<file path="src/rtl/disp_pkg.sv">
// Shared encodings for the display scheduler: mode codes, FSM states,
// digit indices and the per-digit blink mask helper.
package disp_pkg;

  localparam int unsigned TIME_W   = 20;
  localparam int unsigned STATE_W  = 6;
  localparam int unsigned MODE_W   = 3;
  localparam int unsigned DIGITS   = 6;

  // Mode encodings as presented by the mode controller
  localparam logic [MODE_W-1:0] MODE_IDLE   = 3'd0;
  localparam logic [MODE_W-1:0] MODE_SET    = 3'd1;
  localparam logic [MODE_W-1:0] MODE_ALARM  = 3'd2;
  localparam logic [MODE_W-1:0] MODE_COUNT  = 3'd3;
  localparam logic [MODE_W-1:0] MODE_SELECT = 3'd4;

  // Low three bits of the state word for the special display pages
  localparam logic [2:0] PAGE_ALARM  = 3'd2;
  localparam logic [2:0] PAGE_SELECT = 3'd4;
  localparam logic [2:0] PAGE_BANNER = 3'd4;

  // Scheduler states
  typedef enum logic [1:0] {
    ST_NORMAL = 2'd0,
    ST_BANNER = 2'd1,
    ST_RING   = 2'd2
  } sched_state_e;

  // Digit positions inside the packed BCD time word
  localparam int unsigned DIG_SU = 0;
  localparam int unsigned DIG_ST = 1;
  localparam int unsigned DIG_MU = 2;
  localparam int unsigned DIG_MT = 3;
  localparam int unsigned DIG_HU = 4;
  localparam int unsigned DIG_HT = 5;

  // Any set_pos at or above this value selects no digit
  localparam logic [2:0] SET_POS_NONE = 3'd6;

  // One-hot blink mask: bit[pos] follows 'on', everything else lit
  function automatic logic [DIGITS-1:0] digit_mask(input logic [2:0] pos, input logic on);
    logic [DIGITS-1:0] m;
    m = '0;
    if (pos < SET_POS_NONE) begin
      m[DIG_SU] = on & (pos == 3'(DIG_SU));
      m[DIG_ST] = on & (pos == 3'(DIG_ST));
      m[DIG_MU] = on & (pos == 3'(DIG_MU));
      m[DIG_MT] = on & (pos == 3'(DIG_MT));
      m[DIG_HU] = on & (pos == 3'(DIG_HU));
      m[DIG_HT] = on & (pos == 3'(DIG_HT));
    end
    return m;
  endfunction

endpackage

</file>
<file path="src/rtl/blink_gen.sv">
// Blink timebase: free-running 0..BLINK_DIV-1 counter whose wrap toggles a
// phase bit. A synchronous clear restarts both counter and phase at 0.
// phase_nxt_c exposes the phase value that will be held after this edge so
// registered consumers can stay aligned with it.
module blink_gen #(
  parameter int unsigned BLINK_DIV = 25000000
) (
  input  logic clk_sys,
  input  logic rstn,
  input  logic clr,
  output logic wrap_c,
  output logic phase_nxt_c
);

  localparam int unsigned CNT_W = (BLINK_DIV > 1) ? $clog2(BLINK_DIV) : 1;
  localparam logic [CNT_W-1:0] CNT_MAX = CNT_W'(BLINK_DIV - 1);

  logic [CNT_W-1:0] cnt;
  logic             phase;

  assign wrap_c      = (cnt == CNT_MAX);
  assign phase_nxt_c = clr ? 1'b0 : (phase ^ wrap_c);

  // Counter and phase register
  always_ff @(posedge clk_sys or negedge rstn) begin
    if (!rstn) begin
      cnt   <= '0;
      phase <= 1'b0;
    end else begin
      phase <= phase_nxt_c;
      if (clr || wrap_c) cnt <= '0;
      else               cnt <= cnt + 1'b1;
    end
  end

endmodule

</file>
<file path="src/rtl/disp_sched.sv">
// Display scheduler: picks the time source and state word for the
// seven-segment driver, overlays a timed banner on mode changes and a
// flashing alarm-ring page, and produces the per-digit blank mask.
// All outputs are registered from the next-state view of the FSM, so they
// reflect the inputs sampled on the previous clk_sys edge.
// Build option: define SCHED_RING_TIMEOUT_EN to let an unacknowledged ring
// clear itself after RING_PERIODS blink half-periods.
module disp_sched
  import disp_pkg::*;
#(
  parameter int unsigned BLINK_DIV    = 25000000,
  parameter int unsigned BANNER_CYC   = 50000000,
  parameter int unsigned RING_PERIODS = 60
) (
  input  logic        clk_sys,
  input  logic        rstn,
  input  logic [2:0]  mode,
  input  logic [2:0]  sel_mode,
  input  logic [1:0]  alm_flags,
  input  logic [19:0] clk_time,
  input  logic [19:0] set_time,
  input  logic [19:0] alm_time,
  input  logic [19:0] cnt_time,
  input  logic [2:0]  set_pos,
  input  logic        ring_req,
  input  logic        ring_ack,
  output logic [19:0] disp_data,
  output logic [5:0]  disp_state,
  output logic [5:0]  disp_blank,
  output logic        ring_active
);

  localparam int unsigned BAN_W = (BANNER_CYC > 1) ? $clog2(BANNER_CYC) : 1;
  localparam logic [BAN_W-1:0] BAN_LOAD = BAN_W'(BANNER_CYC - 1);

  sched_state_e        state;
  sched_state_e        state_nxt;
  logic [MODE_W-1:0]   last_mode;
  logic                ring_req_q;
  logic [BAN_W-1:0]    ban_cnt;

  logic                ban_load_c;
  logic                ring_edge_c;
  logic                mode_chg_c;
  logic                ring_timeout_c;
  logic                blink_clr_c;
  logic                blink_wrap_c;
  logic                phase_nxt_c;

  logic [TIME_W-1:0]   data_d;
  logic [STATE_W-1:0]  state_d;
  logic [DIGITS-1:0]   blank_d;
  logic                ring_d;

  assign ring_edge_c = ring_req & ~ring_req_q;
  assign mode_chg_c  = (mode != last_mode);
  // Blink restarts on ring entry so the first half-period is visible
  assign blink_clr_c = (state_nxt == ST_RING) && (state != ST_RING);

  blink_gen #(
    .BLINK_DIV (BLINK_DIV)
  ) u_blink (
    .clk_sys     (clk_sys),
    .rstn        (rstn),
    .clr         (blink_clr_c),
    .wrap_c      (blink_wrap_c),
    .phase_nxt_c (phase_nxt_c)
  );

`ifdef SCHED_RING_TIMEOUT_EN
  localparam int unsigned RP_W = (RING_PERIODS > 1) ? $clog2(RING_PERIODS) : 1;
  localparam logic [RP_W-1:0] RP_LAST = RP_W'(RING_PERIODS - 1);

  logic [RP_W-1:0] ring_per;

  // Count blink half-periods spent ringing
  always_ff @(posedge clk_sys or negedge rstn) begin
    if (!rstn)                  ring_per <= '0;
    else if (state != ST_RING)  ring_per <= '0;
    else if (blink_wrap_c)      ring_per <= ring_per + 1'b1;
  end

  // Timeout fires on the toggle that completes the last half-period
  assign ring_timeout_c = (state == ST_RING) && blink_wrap_c && (ring_per == RP_LAST);
`else
  logic unused_ring_periods;
  assign unused_ring_periods = (RING_PERIODS != 0);
  assign ring_timeout_c      = 1'b0;
`endif

  // FSM state register
  always_ff @(posedge clk_sys or negedge rstn) begin
    if (!rstn) state <= ST_NORMAL;
    else       state <= state_nxt;
  end

  // Mode tracking, ring edge detect and banner countdown
  always_ff @(posedge clk_sys or negedge rstn) begin
    if (!rstn) begin
      last_mode  <= MODE_IDLE;
      ring_req_q <= 1'b0;
      ban_cnt    <= '0;
    end else begin
      last_mode  <= mode;
      ring_req_q <= ring_req;
      if (ban_load_c)                                   ban_cnt <= BAN_LOAD;
      else if ((state == ST_BANNER) && (ban_cnt != '0)) ban_cnt <= ban_cnt - 1'b1;
    end
  end

  // Next-state: RING beats BANNER beats NORMAL; ack suppresses a same-cycle edge
  always_comb begin
    state_nxt  = state;
    ban_load_c = 1'b0;
    case (state)
      ST_NORMAL, ST_BANNER: begin
        if (ring_edge_c && !ring_ack && (mode != MODE_SET)) begin
          state_nxt = ST_RING;
        end else if (mode_chg_c && (mode != MODE_SELECT)) begin
          state_nxt  = ST_BANNER;
          ban_load_c = 1'b1;
        end else if ((state == ST_BANNER) && (ban_cnt == '0)) begin
          state_nxt = ST_NORMAL;
        end
      end
      ST_RING: begin
        if (ring_ack || !ring_req || ring_timeout_c) state_nxt = ST_NORMAL;
      end
      default: state_nxt = ST_NORMAL;
    endcase
  end

  // Output decode from the state being entered on this edge
  always_comb begin
    data_d  = '0;
    state_d = '0;
    blank_d = '0;
    ring_d  = 1'b0;
    case (state_nxt)
      ST_NORMAL: begin
        case (mode)
          MODE_IDLE:  data_d = clk_time;
          MODE_SET:   data_d = set_time;
          MODE_ALARM: data_d = alm_time;
          MODE_COUNT: data_d = cnt_time;
          default:    data_d = '0;
        endcase
        if (mode == MODE_SELECT)     state_d = {sel_mode, PAGE_SELECT};
        else if (mode == MODE_ALARM) state_d = {1'b0, alm_flags, PAGE_ALARM};
        else                         state_d = {3'd0, mode};
        if ((mode == MODE_SET) || (mode == MODE_ALARM)) blank_d = digit_mask(set_pos, phase_nxt_c);
      end
      ST_BANNER: begin
        state_d = {mode, PAGE_BANNER};
      end
      ST_RING: begin
        data_d  = alm_time;
        blank_d = {DIGITS{phase_nxt_c}};
        ring_d  = 1'b1;
      end
      default: begin
        data_d = '0;
      end
    endcase
  end

  // Output registers
  always_ff @(posedge clk_sys or negedge rstn) begin
    if (!rstn) begin
      disp_data   <= '0;
      disp_state  <= '0;
      disp_blank  <= '0;
      ring_active <= 1'b0;
    end else begin
      disp_data   <= data_d;
      disp_state  <= state_d;
      disp_blank  <= blank_d;
      ring_active <= ring_d;
    end
  end

endmodule

</file>
<file path="config.mk">
export PLATFORM = sky130hd
export DESIGN_NAME = disp_sched
export DESIGN_NICKNAME = d
export VERILOG_FILES = /design/src/rtl/disp_pkg.sv /design/src/rtl/blink_gen.sv /design/src/rtl/disp_sched.sv
export SDC_FILE = /design/constraint.sdc
export NUM_CORES = 1
export LEC_CHECK = 0
export BUFFER_PORTS_ARGS = -buffer_cell sky130_fd_sc_hd__buf_2
export CAP_MARGIN = 40
export CORE_UTILIZATION = 53
export CTS_CLUSTER_DIAMETER = 200
export DETAILED_ROUTE_END_ITERATION = 16
export HOLD_SLACK_MARGIN = 0.06
export PLACE_DENSITY = 0.92
export SETUP_SLACK_MARGIN = 0.15
export SLEW_MARGIN = 20
export SYNTH_ARGS = -nofsm -noshare
export SYNTH_HDL_FRONTEND = slang
export SYNTH_SLANG_ARGS = --single-unit
export TNS_END_PERCENT = 5
</file>
<file path="constraint.sdc">
create_clock -name clk_sys -period 3.6 [get_ports clk_sys]
set_input_delay 0.18 -clock clk_sys [delete_from_list [all_inputs] [get_ports clk_sys]]
set_output_delay 0.18 -clock clk_sys [all_outputs]
set_load 0.01 [all_outputs]
</file>
==> impl_results.md <==
* Unrepaired setup endpoints after global routing: false
* Most common cell after layout, fill and taps aside: buf_2
* Filler instances at 662
* VDD IR-drop max at 212 uV
* Row Count at 34
* GR Overflow Total at 0
* Bufs on Longest Clock Path at 2
* GP Congestion at 0.860
* Hpwl dp at 8340 um
* Critical path arrival at 3.28 ns
* Most frequent cells in the layout: buf_2 (126), dfrtp_1 (91), nor2_1 (65)
* Sink Count at 91
* H-tree Lvls at 3
* Share of cells above drive strength 1 at 26.9%
* Die area at 0.00928 mm^2
* DRC Markers at 0
* Max Fclk at 0.330 GHz
* Diode count at 0
* DRT antenna net count at 0
* Required time of the critical path at 3.85 ns
* Post-synthesis average cell area at 9.69 um^2
* Crit Path Max Fanout at 27
* Syn nets at 585
* Drt pass-1 iters at 5
* IO Count at 128
* Most used DFF post-synth: dfrtp_1
* Sum Neg Setup Slack at 0 ns
* Pin count of the biggest net entering global routing at 64
* Layout Nets at 699
* Root Driver: clkbuf_8
* Worst hold slack at 0.0706 ns
* Status: completed
* Routed WL at 11500 um
* Initial core utilization at 54.4%
* Total track usage at 26.1%
* Die height at 96.4 um
* Initial antenna violation count at 0
* Final worst path period share at 84.3%
* Layout Cells excl Fill at 714
* Seq cells post-synth at 91
* Post-CTS Resized at 0
* First-pass GRT wire length at 18300 um
* Routed via count at 4158
* Routed len/inst at 16.2 um
* Overall Power at 2.24 mW
* Worst-Margin Slew at 0.864 ns
* Core area at 0.00868 mm^2
* Final slew viol count at 0
* Cell count after synthesis at 487
* Area grow syn2layout at 19.6%
* Initial DRC Count at 254
* Power Density at 397 mW/mm^2
* Critical path startpoint category: flip-flop
* Class of the worst hold path: in -> reg
* Max-cap violations at 0
* Final Hold Vio Count at 0
* Clock Skew at 0.0101 ns
* Nature of the critical path endpoint: flip-flop
* Crit path time final at 3.03 ns
* Share of synthesized registers carrying an async set or reset at 100%
* DP Cell Count at 695
* Skew-Pair Late Insertion Delay at 0.36 ns
* Ys Warns at 0
* Vias in the first global route at 4046
* Final setup vio count at 0
* Rel. slew slack at 41.9%
* Num CTS Buffers at 9
* Post-Syn Area at 0.00472 mm^2
* Die W at 96.4 um
* CTS tree: done
* Sequential share of the synthesized area at 48.3%
* Static Leak at 2.54 nW
* Netlist cell types at 55
* Worst-path clk slew at 0.08 ns
* WS Path Type: reg -> reg
* EDFF count, synth at 0
* DR vias/cell at 5.82
* # port buffers at 127
-- cell type report --
| type | instances | area [um^2] | share of cell area (%) |
|---|---|---|---|
| repair buffers | 134 | 716 | 12.7 |
| flip-flops and latches | 91 | 2280 | 40.4 |
| well taps | 108 | 135 | 2.40 |
| clock buffers | 11 | 141 | 2.51 |
| clock inverters | 5 | 85.1 | 1.51 |
| inverters | 11 | 41.3 | 0.732 |
| multi-input cells | 354 | 2250 | 39.8 |
-- critical path, cell delays in order (launching register included) --
cell and delay, ns:
dfrtp_1 0.45, or4_1 0.69, or4_4 0.69, o211ai_1 0.35, nand2_2 0.35, mux2_2 0.38
-- flip-flops by register name (all words and copies together), names as in the netlist --
signal	flops
ring_active	1
disp_state	6
u_blink.cnt	25
state	2
ring_req_q	1
u_blink.phase	1
disp_blank	6
ban_cnt	26
last_mode	3
disp_data	20
-- path summary, 6_finish.rpt --
check / startpoint / end / slack, ns / depth (start not counted)
min reg2reg: ban_cnt[7] / ban_cnt[7] / 0.56 / 2
max reg2reg: ban_cnt[4] / disp_state[3] / 0.57 / 5
min in group asynchronous: rstn / u_blink.cnt[14] / 0.28 / 2
min: mode[2] / last_mode[2] / 0.07 / 1
max: ban_cnt[4] / disp_state[3] / 0.57 / 5
max in group asynchronous: rstn / last_mode[2] / 2.69 / 3
-- logic make-up after synthesis --
family	share of synthesized area [%]
compound gates	12.8
xor+xnor	6.68
fa+ha+maj	0.796
buf+inv	4.14
flops	48.3
mux	4.48
simple gates	22.9
-- routing by layer --
metal / vias up / global-route usage [%] / routed length, um
li1: 1977 / - / -
met1: 1963 / 30.6 / 4590
met2: 180 / 44.6 / 5840
met3: 38 / 4.66 / 646
met4: 0 / 15.4 / 465
met5: - / 0 / 0
-- synth_stat cells (3+ instances only) --
| library cell | n | share of area (%) |
|---|---|---|
| a21oi_1 | 8 | 0.85 |
| a22oi_1 | 20 | 3.2 |
| a31oi_1 | 5 | 0.66 |
| and3_1 | 4 | 0.53 |
| and4_1 | 4 | 0.74 |
| buf_1 | 3 | 0.24 |
| buf_2 | 4 | 0.42 |
| buf_6 | 3 | 0.72 |
| clkbuf_1 | 20 | 1.6 |
| dfrtp_1 | 91 | 48 |
| ha_1 | 3 | 0.80 |
| inv_1 | 11 | 0.88 |
| mux2i_1 | 20 | 4.2 |
| nand2_1 | 37 | 2.9 |
| nand3_1 | 20 | 2.1 |
| nand4_1 | 7 | 0.93 |
| nor2_1 | 65 | 5.2 |
| nor3_1 | 13 | 1.4 |
| nor3b_1 | 3 | 0.48 |
| nor4_1 | 13 | 1.7 |
| o211ai_1 | 7 | 1.1 |
| o21ai_0 | 28 | 3.0 |
| o31ai_1 | 5 | 0.80 |
| or3_1 | 10 | 1.3 |
| or4_1 | 10 | 1.6 |
| xnor2_1 | 20 | 3.7 |
| xor2_1 | 16 | 3.0 |
-- stage by stage --
step	utilization (%)	worst slack, ns	instance area [um^2]
after detailed placement	62.1	0.613	5390
after global routing	65.0	0.472	5640
after global placement	61.7	0.732	5350
after CTS	64.9	0.568	5630
final	65.0	0.567	5640
after floorplan	-	0.983	4720
-- power breakdown --
group / total (mW) / switching, mW / internal [mW]
combinational: 0.336 / 0.195 / 0.141
sequential: 1.13 / 0.0520 / 1.07
clock: 0.778 / 0.362 / 0.415
total: 2.24 / 0.610 / 1.63
-- repair_timing --
| item | CTS | global route |
|---|---|---|
| hold buffers | 2 | 0 |
| buffers inserted | 0 | 0 |
| endpoints found under the hold margin | 29 | 0 |
(Power assumes the default switching activity.)
